**config.mk**
```make
export PLATFORM = sky130hd
export DESIGN_NAME = agc_sar_tracker
export DESIGN_NICKNAME = d
export VERILOG_FILES = /design/src/rtl/agc_sar_tracker.sv
export SDC_FILE = /design/constraint.sdc
export NUM_CORES = 1
export LEC_CHECK = 0
export ABC_AREA = 1
export BUFFER_PORTS_ARGS = -buffer_cell sky130_fd_sc_hd__buf_2
export CAP_MARGIN = 5
export CORE_MARGIN = 1.5
export CORE_UTILIZATION = 46
export DETAILED_ROUTE_END_ITERATION = 8
export PLACE_DENSITY = 0.65
export SYNTH_ARGS = -nofsm -noshare
export SYNTH_HDL_FRONTEND = slang
export SYNTH_SLANG_ARGS = --single-unit
```
**constraint.sdc**
```tcl
create_clock -name clk -period 2.81 [get_ports clk]
set_input_delay 0.1405 -clock clk [delete_from_list [all_inputs] [get_ports clk]]
set_output_delay 0.1405 -clock clk [all_outputs]
set_load 0.05 [all_outputs]
```
**src/rtl/agc_sar_tracker.sv**
```systemverilog
// AGC loop controller: binary-search gain acquisition, then HOLD, or +/-1 LSB tracking when AGC_TRACK_EN is defined.
// gain_code settles 2 cycles after the window-completing valid sample; gaps in sample_valid stall the window.
module agc_sar_tracker #(
  parameter int                DATA_W     = 16,
  parameter int                GAIN_W     = 6,
  parameter int                DWELL_W    = 4,
  parameter int                SETTLE_CYC = 8,
  parameter logic [DATA_W-1:0] HI_THRESH  = 16'd12000,
  parameter logic [DATA_W-1:0] LO_THRESH  = 16'd4000
) (
  input  logic                     clk,
  input  logic                     RESETn,
  input  logic                     start,
  input  logic                     sample_valid,
  input  logic signed [DATA_W-1:0] sample,
  input  logic                     overload,
  output logic [GAIN_W-1:0]        gain_code,
  output logic                     gain_update,
  output logic                     busy,
  output logic                     locked
);

  localparam int KW = $clog2(GAIN_W + 1);
  localparam int SW = (SETTLE_CYC > 1) ? $clog2(SETTLE_CYC + 1) : 1;
  localparam logic [GAIN_W-1:0] MID      = {1'b1, {(GAIN_W-1){1'b0}}};
  localparam logic [DATA_W-1:0] MOST_NEG = {1'b1, {(DATA_W-1){1'b0}}};

  if (LO_THRESH >= HI_THRESH) begin : g_bad_thresh
    $error("agc_sar_tracker: LO_THRESH must be below HI_THRESH");
  end
  if (SETTLE_CYC < 1 || DWELL_W < 1 || GAIN_W < 2) begin : g_bad_size
    $error("agc_sar_tracker: SETTLE_CYC, DWELL_W must be >= 1 and GAIN_W >= 2");
  end

  typedef enum logic [2:0] {
    S_IDLE,
    S_SETTLE,
    S_MEASURE,
    S_DECIDE,
    S_HOLD
  } state_t;

  state_t              state;
  logic [KW-1:0]       k;
  logic [SW-1:0]       settle_cnt;
  logic [DWELL_W-1:0]  win_cnt;
  logic [DATA_W-2:0]   peak;
  logic                hot_flag;
  logic [DATA_W-1:0]   neg_sample;
  logic [DATA_W-2:0]   mag;
  logic                hot;
  logic [GAIN_W-1:0]   sar_next;
  logic [GAIN_W-1:0]   next_gain;
  logic                gain_chg;

  // Saturating magnitude: the most negative code would otherwise wrap to zero.
  always_comb begin
    neg_sample = -sample;
    if (!sample[DATA_W-1])
      mag = sample[DATA_W-2:0];
    else if (sample == MOST_NEG)
      mag = '1;
    else
      mag = neg_sample[DATA_W-2:0];
  end

  assign hot = hot_flag | ({1'b0, peak} >= HI_THRESH);

  always_comb begin
    sar_next = gain_code;
    for (int i = 0; i < GAIN_W; i++) begin
      if (KW'(i) == k && hot) sar_next[i] = 1'b0;
      if (KW'(i + 1) == k)    sar_next[i] = 1'b1;
    end
  end

`ifdef AGC_TRACK_EN
  logic              trk;
  logic              cold;
  logic [GAIN_W-1:0] trk_next;

  assign cold = !hot && ({1'b0, peak} < LO_THRESH);

  always_comb begin
    trk_next = gain_code;
    if (hot) begin
      if (gain_code != '0) trk_next = gain_code - 1'b1;
    end else if (cold) begin
      if (gain_code != '1) trk_next = gain_code + 1'b1;
    end
  end

  assign next_gain = trk ? trk_next : sar_next;
`else
  assign next_gain = sar_next;
`endif

  assign gain_chg = (next_gain != gain_code);

  always_ff @(posedge clk) begin
    if (!RESETn) begin
      state       <= S_IDLE;
      gain_code   <= MID;
      gain_update <= 1'b0;
      busy        <= 1'b0;
      locked      <= 1'b0;
      k           <= '0;
      settle_cnt  <= '0;
      win_cnt     <= '0;
      peak        <= '0;
      hot_flag    <= 1'b0;
`ifdef AGC_TRACK_EN
      trk         <= 1'b0;
`endif
    end else begin
      gain_update <= 1'b0;
      if (start) begin
        state       <= S_SETTLE;
        gain_code   <= MID;
        gain_update <= 1'b1;
        busy        <= 1'b1;
        locked      <= 1'b0;
        k           <= KW'(GAIN_W - 1);
        settle_cnt  <= '0;
        win_cnt     <= '0;
        peak        <= '0;
        hot_flag    <= 1'b0;
`ifdef AGC_TRACK_EN
        trk         <= 1'b0;
`endif
      end else begin
        case (state)
          S_SETTLE: begin
            if (settle_cnt == SW'(SETTLE_CYC - 1)) begin
              settle_cnt <= '0;
              state      <= S_MEASURE;
            end else begin
              settle_cnt <= settle_cnt + 1'b1;
            end
          end
          S_MEASURE: begin
            if (sample_valid) begin
              if (mag > peak) peak <= mag;
              hot_flag <= hot_flag | overload;
              win_cnt  <= win_cnt + 1'b1;
              if (&win_cnt) state <= S_DECIDE;
            end
          end
          S_DECIDE: begin
            // Window statistics restart for whichever state follows.
            peak        <= '0;
            hot_flag    <= 1'b0;
            win_cnt     <= '0;
            settle_cnt  <= '0;
            gain_code   <= next_gain;
            gain_update <= gain_chg;
`ifdef AGC_TRACK_EN
            if (trk) begin
              state <= gain_chg ? S_SETTLE : S_MEASURE;
            end else if (k == '0) begin
              locked <= 1'b1;
              busy   <= 1'b0;
              trk    <= 1'b1;
              state  <= gain_chg ? S_SETTLE : S_MEASURE;
            end else begin
              k     <= k - 1'b1;
              state <= S_SETTLE;
            end
`else
            if (k == '0) begin
              locked <= 1'b1;
              busy   <= 1'b0;
              state  <= S_HOLD;
            end else begin
              k     <= k - 1'b1;
              state <= S_SETTLE;
            end
`endif
          end
          default: ;
        endcase
      end
    end
  end

endmodule
```
# == After elaboration in Yosys (flattened, before gate mapping) ==
# Index checks and enable logic that the tools add are counted.
# classes
n_reduce_logical,23
n_mux,37
eq_ne,20
add_sub_neg,4
magnitude_cmp,2
n_bitwise,4
# ops
op,count
$mux 15,4
$pmux 15 s2,1
$mux 3,7
$mux 1,19
$eq 16x16->1 const B,1
$pmux 4 s2,2
$ge 15x14->1 const B,1
$gt 15x15->1,1
$neg 15->15,1
$reduce_and 4->1,3
$ne 2x2->1 const B,5
$reduce_and 2->1,5
$eq 3x3->1 const A,3
$ne 3x3->1 const B,3
$pmux 3 s3,1
$add 4x1->4 const B,2
$mux 4,2
$reduce_bool 2->1,4
$eq 2x3->1 const A,2
$eq 3x2->1 const B,2
$logic_and 1x1->1,6
$ne 6x6->1,1
$eq 4x3->1 const B,1
$reduce_bool 4->1,1
other kinds (10),12
# word_totals
out_inout_bits,9
input_bits,21
reg_bits,39
word_cells,102

# == Depth between registers and ports, before layout ==
# logic_depth
depth_word,8
mapped_depth,20
ltp_nobuf,20

# == Worst setup path after synthesis ==
# Ideal clock, no wire load.
# synth_path
path_type,input -> register
startpoint,input sample[0]
endpoint,register peak[14]
setup_ns,0.116
setup_slack_ns,0.445
n_path_buf,2
required_ns,2.694
cell_stages,19
t_arrival_ns,2.249
cell_sequence,inv_1 ha_1 nand4_2 nor3_4 nand4_2 buf_6 nand3b_2 ha_1 nand2_1 inv_1 o21ai_1 nand2_1 a21oi_1 nand2_1 nand2_2 nand2_4 buf_4 nor2_1 nor2_1
# synth_between
elab_chain_cells,6
word_cells_on_any_way,10
classes_between,add/sub (1); order compare (1); eq/ne (2); mux (5); reduce/logical (1)
# synth_rtl
item,line,text
"start, declared",15,"input logic signed [DATA_W-1:0] sample,"
$neg 15->15 or $eq 16x16->1 (tied branches),"58, 61",
$mux 15,61,else if (sample == MOST_NEG)
$mux 15 *,59,if (!sample[DATA_W-1])
$gt 15x15->1 or $mux 15 (tied branches),143,if (mag > peak) peak <= mag;
$ne 2x2->1 (no line) or $mux 15 (tied branches),--,
$reduce_and 3->1 (no line) or $pmux 15 s2 (tied branches),--,
"end signal, assigned",143,
"end, declared",47,logic [DATA_W-2:0] peak;
# Every way passes the cells marked *; elsewhere a longest branch is shown, timed or not. The select of a mux whose other input is x is not followed.
# A chain may end at the register's enable or synchronous reset.

# == Final worst setup path ==
# layout_path
startpoint,input sample[0]
endpoint,register peak[1]
# The elaborated chain is that of the path after synthesis.

==> results.sh <==
export IMPL_outcome="finished clean"
export IMPL_crit_required_ns=3.00
export IMPL_grt_start_max_net_pins=19
export IMPL_drive_above_1_share=0.157
export IMPL_cts_buffer_depth=2
export IMPL_dieArea_um2=6460
export IMPL_crit_fanout=15
export IMPL_cts_root_buf="clkbuf_8"
export IMPL_arrival_ns=2.70
export IMPL_antenna_found_initial=0
export IMPL_finalHoldViolCount=0
export IMPL_crit_path_top_delay_cell="nor3_4"
export IMPL_worstMarginPinSlew_ns=0.387
export IMPL_synth_fp_nets=463
export IMPL_portBuffers=29
export IMPL_async_reset_ff_frac=0
export IMPL_grt_pass1_vias=2355
export IMPL_die_x_um=80.4
export IMPL_finalCriticalPeriod_ns=2.52
export IMPL_min_to="k[2]"
export IMPL_gp_congestion=0.823
export IMPL_drtAntennaViolNets=0
export IMPL_pre_cts_ws_ns=-0.00128
export IMPL_area_growth_pct=12.0
export IMPL_cts_buffers=5
export IMPL_die_h_um=80.4
export IMPL_clock_latency_ns=0.30
export IMPL_finalCritPeriodShare=0.896
export IMPL_powerDensity_nw_per_um2=415
export IMPL_io_pins=30
export IMPL_cts_hold_buf=0
export IMPL_cts_tree="yes"
export IMPL_vdd_drop_max_uv=245
export IMPL_crit_path_start_kind="input pin"
export IMPL_synth_edf_count=0
export IMPL_max_cap_violations=0
export IMPL_timing_slew_headroom=0.741
export IMPL_path_class="input pin to flop"
export IMPL_worstPathCellList="buf_2 > inv_1 > ha_1 > nand4_2 > nor3_4 > nand4_2 > buf_4 > nand2_1 > o21ai_0 > inv_1 > ha_1 > nand2_1 > o21ai_1 > nand2_1 > o211ai_1 > nand3_1 > nand2_1 > nand2_2 > nand2_4 > nor2_1 > nor2_1"
export IMPL_rsz0062_at_grt="false"
export IMPL_synth_fa_ha_area_frac=0.104
export IMPL_row_count=28
export IMPL_diodes=0
export IMPL_hp_class="input pin to flop"
export IMPL_fp_coreArea_um2=5850
export IMPL_worst_clock_skew_ns=0.0151
export IMPL_place_inst=519
export IMPL_synth_top_family_by_area="simple AND/OR/NAND/NOR gates"
export IMPL_path_clk_slew_ns=0.09
export IMPL_fmax_mhz=397
export IMPL_min_from="RESETn"
export IMPL_rr_worst_depth=10
export IMPL_fill_cells=628
export IMPL_worst_path_buf_inv=4
export IMPL_ys_ff_latch=39
export IMPL_timing_rr_end="peak[7]"
export IMPL_syn_area_per_cell_um2=6.58
export IMPL_firstDrtPassIters=4
export IMPL_slowest_delay_ns=0.25
export IMPL_vias=2646
export IMPL_synth_compound_area_frac=0.143
export IMPL_grt_pass1_wl_um=10100
export IMPL_r2r_start="peak[14]"
export IMPL_path_common_cell="nand2_1"
export IMPL_yosysSeqAreaShare=0.283
export IMPL_ys_warn_count=0
export IMPL_wl_per_cell_um=11.7
export IMPL_syn_area_um2=2760
export IMPL_h_tree_depth=2
export IMPL_muxShareOfSynthArea=0
export IMPL_dp_hpwl_um=4980
export IMPL_drc=0
export IMPL_leakage_nw=1.50
export IMPL_drt_iter0_markers=101
export IMPL_ys_types=37
export IMPL_whs_ns=0.0407
export IMPL_gr_usage_all_layers=0.200
export IMPL_hold_path_cell_count=3
export IMPL_post_cts_buffers=0
export IMPL_syn_inst=419
export IMPL_via_per_inst=5.02
export IMPL_grt_overflow=0
export IMPL_synth_xor_area_frac=0.0127
export IMPL_cts_num_sinks=39
export IMPL_initial_core_util=0.471
export IMPL_critPathTopFamily="simple AND/OR/NAND/NOR gates"
export IMPL_end_kind="flop"
export IMPL_routed_wl_um=6150
export IMPL_r2r_setup_slack_ns=0.93
export IMPL_maxSlewViolCount=0
export IMPL_final_cells=527
export IMPL_synthFlopType="dfxtp_1"
export IMPL_setup_viol=0
export IMPL_layout_nets=495
export IMPL_post_cts_resized=0
export IMPL_synth_simple_gate_area_share=0.349
export IMPL_layout_setup_ws_ns=0.291
final cells by class:
cell class	instances	area, um^2	share of cell area
tap	75	93.8	0.0304
clock inverter	3	43.8	0.0142
multi-input combinational	306	1680	0.543
timing repair buffer	33	175	0.0567
sequential	39	781	0.253
clock buffer	5	68.8	0.0223
inverter	66	248	0.0803
cells in the mapped netlist (2+ instances only):
cell | count | share of area
inv_2 | 6 | 0.0082
a31oi_1 | 2 | 0.0045
nand4_2 | 2 | 0.0091
xor2_1 | 3 | 0.0095
nand2_2 | 3 | 0.0068
buf_2 | 4 | 0.0073
inv_1 | 60 | 0.082
nor2_2 | 3 | 0.0068
nand3_2 | 8 | 0.029
buf_4 | 2 | 0.0054
nor2_1 | 61 | 0.083
o22ai_1 | 3 | 0.0068
o21ai_1 | 12 | 0.022
nand4_1 | 7 | 0.016
nand2_1 | 84 | 0.11
ha_1 | 23 | 0.10
nand3b_1 | 3 | 0.0082
nor3_1 | 6 | 0.011
or2_2 | 4 | 0.0091
dfxtp_1 | 39 | 0.28
o211ai_1 | 2 | 0.0054
o21ai_0 | 21 | 0.038
a21oi_1 | 30 | 0.054
nand3_1 | 18 | 0.033
layer usage:
metal | GRT usage | up-vias | part of all wire
met1 | 0.249 | 1169 | 0.48
met3 | 0.0386 | 4 | 0.036
li1 | - | 1419 | -
met5 | 0 | - | 0
met2 | 0.353 | 54 | 0.48
met4 | 0.0466 | 0 | 0.0059
metrics by stage:
stage	setup TNS (ns)	area [um^2]	total power [mW]	utilization
after CTS	0	3090	1.29	0.528
after detailed placement	-0.00146	2970	0.822	0.508
after floorplan	0	2760	0.756	-
final	0	3090	1.28	0.528
after global placement	0	2970	0.816	0.508
after global routing	0	3090	1.35	0.528
power breakdown:
group / internal (mW) / switching, mW / total, mW
logic: 0.0863 / 0.148 / 0.235
clock network: 0.264 / 0.208 / 0.472
registers: 0.563 / 0.0100 / 0.573
layout by cell type (no fill, tap or decap), drive strengths merged:
cell type and n:
xnor2 1, clkbuf 5, inv 66, a21oi 30
o22ai 3, a21o 1, ha 23, buf 33
xor2 3, or2 5, nand3 26, nor2 65
and3 1, o22a 1, o211ai 2, bufinv 1
a211oi 1, clkinv 2, nor3 7, o21ai 33
o21bai 1, nand2 88, a31oi 2, nand4 9
nand3b 4, dfxtp 39
sequential cells by signal, indices dropped and copies added (netlist names):
register	flops
peak	15
gain_code	6
k	3
locked	1
win_cnt	4
busy	1
state	3
hot_flag	1
gain_update	1
settle_cnt	4
worst max-delay path by stage:
stage / start / to / depth (start not counted)
after floorplan: sample[0] / peak[14] / 19
final: sample[0] / peak[1] / 21
after detailed placement: sample[0] / peak[1] / 21
after CTS: sample[0] / peak[14] / 21
after global placement: sample[0] / peak[9] / 18
after global routing: sample[0] / peak[3] / 21
tightest hold or removal path: stages:
cell,delay (ns)
buf_2,0.09
nand2_1,0.05
inv_1,0.04
cells by family after synthesis:
| logic type | count (synthesis) |
|---|---|
| buffers and inverters | 74 |
| flip-flops | 39 |
| XOR/XNOR | 4 |
| AO/OA/AOI/OAI | 74 |
| AND/OR/NAND/NOR | 205 |
| adder cells (fa/ha/maj) | 23 |
Power figures use the tool's default switching activity.
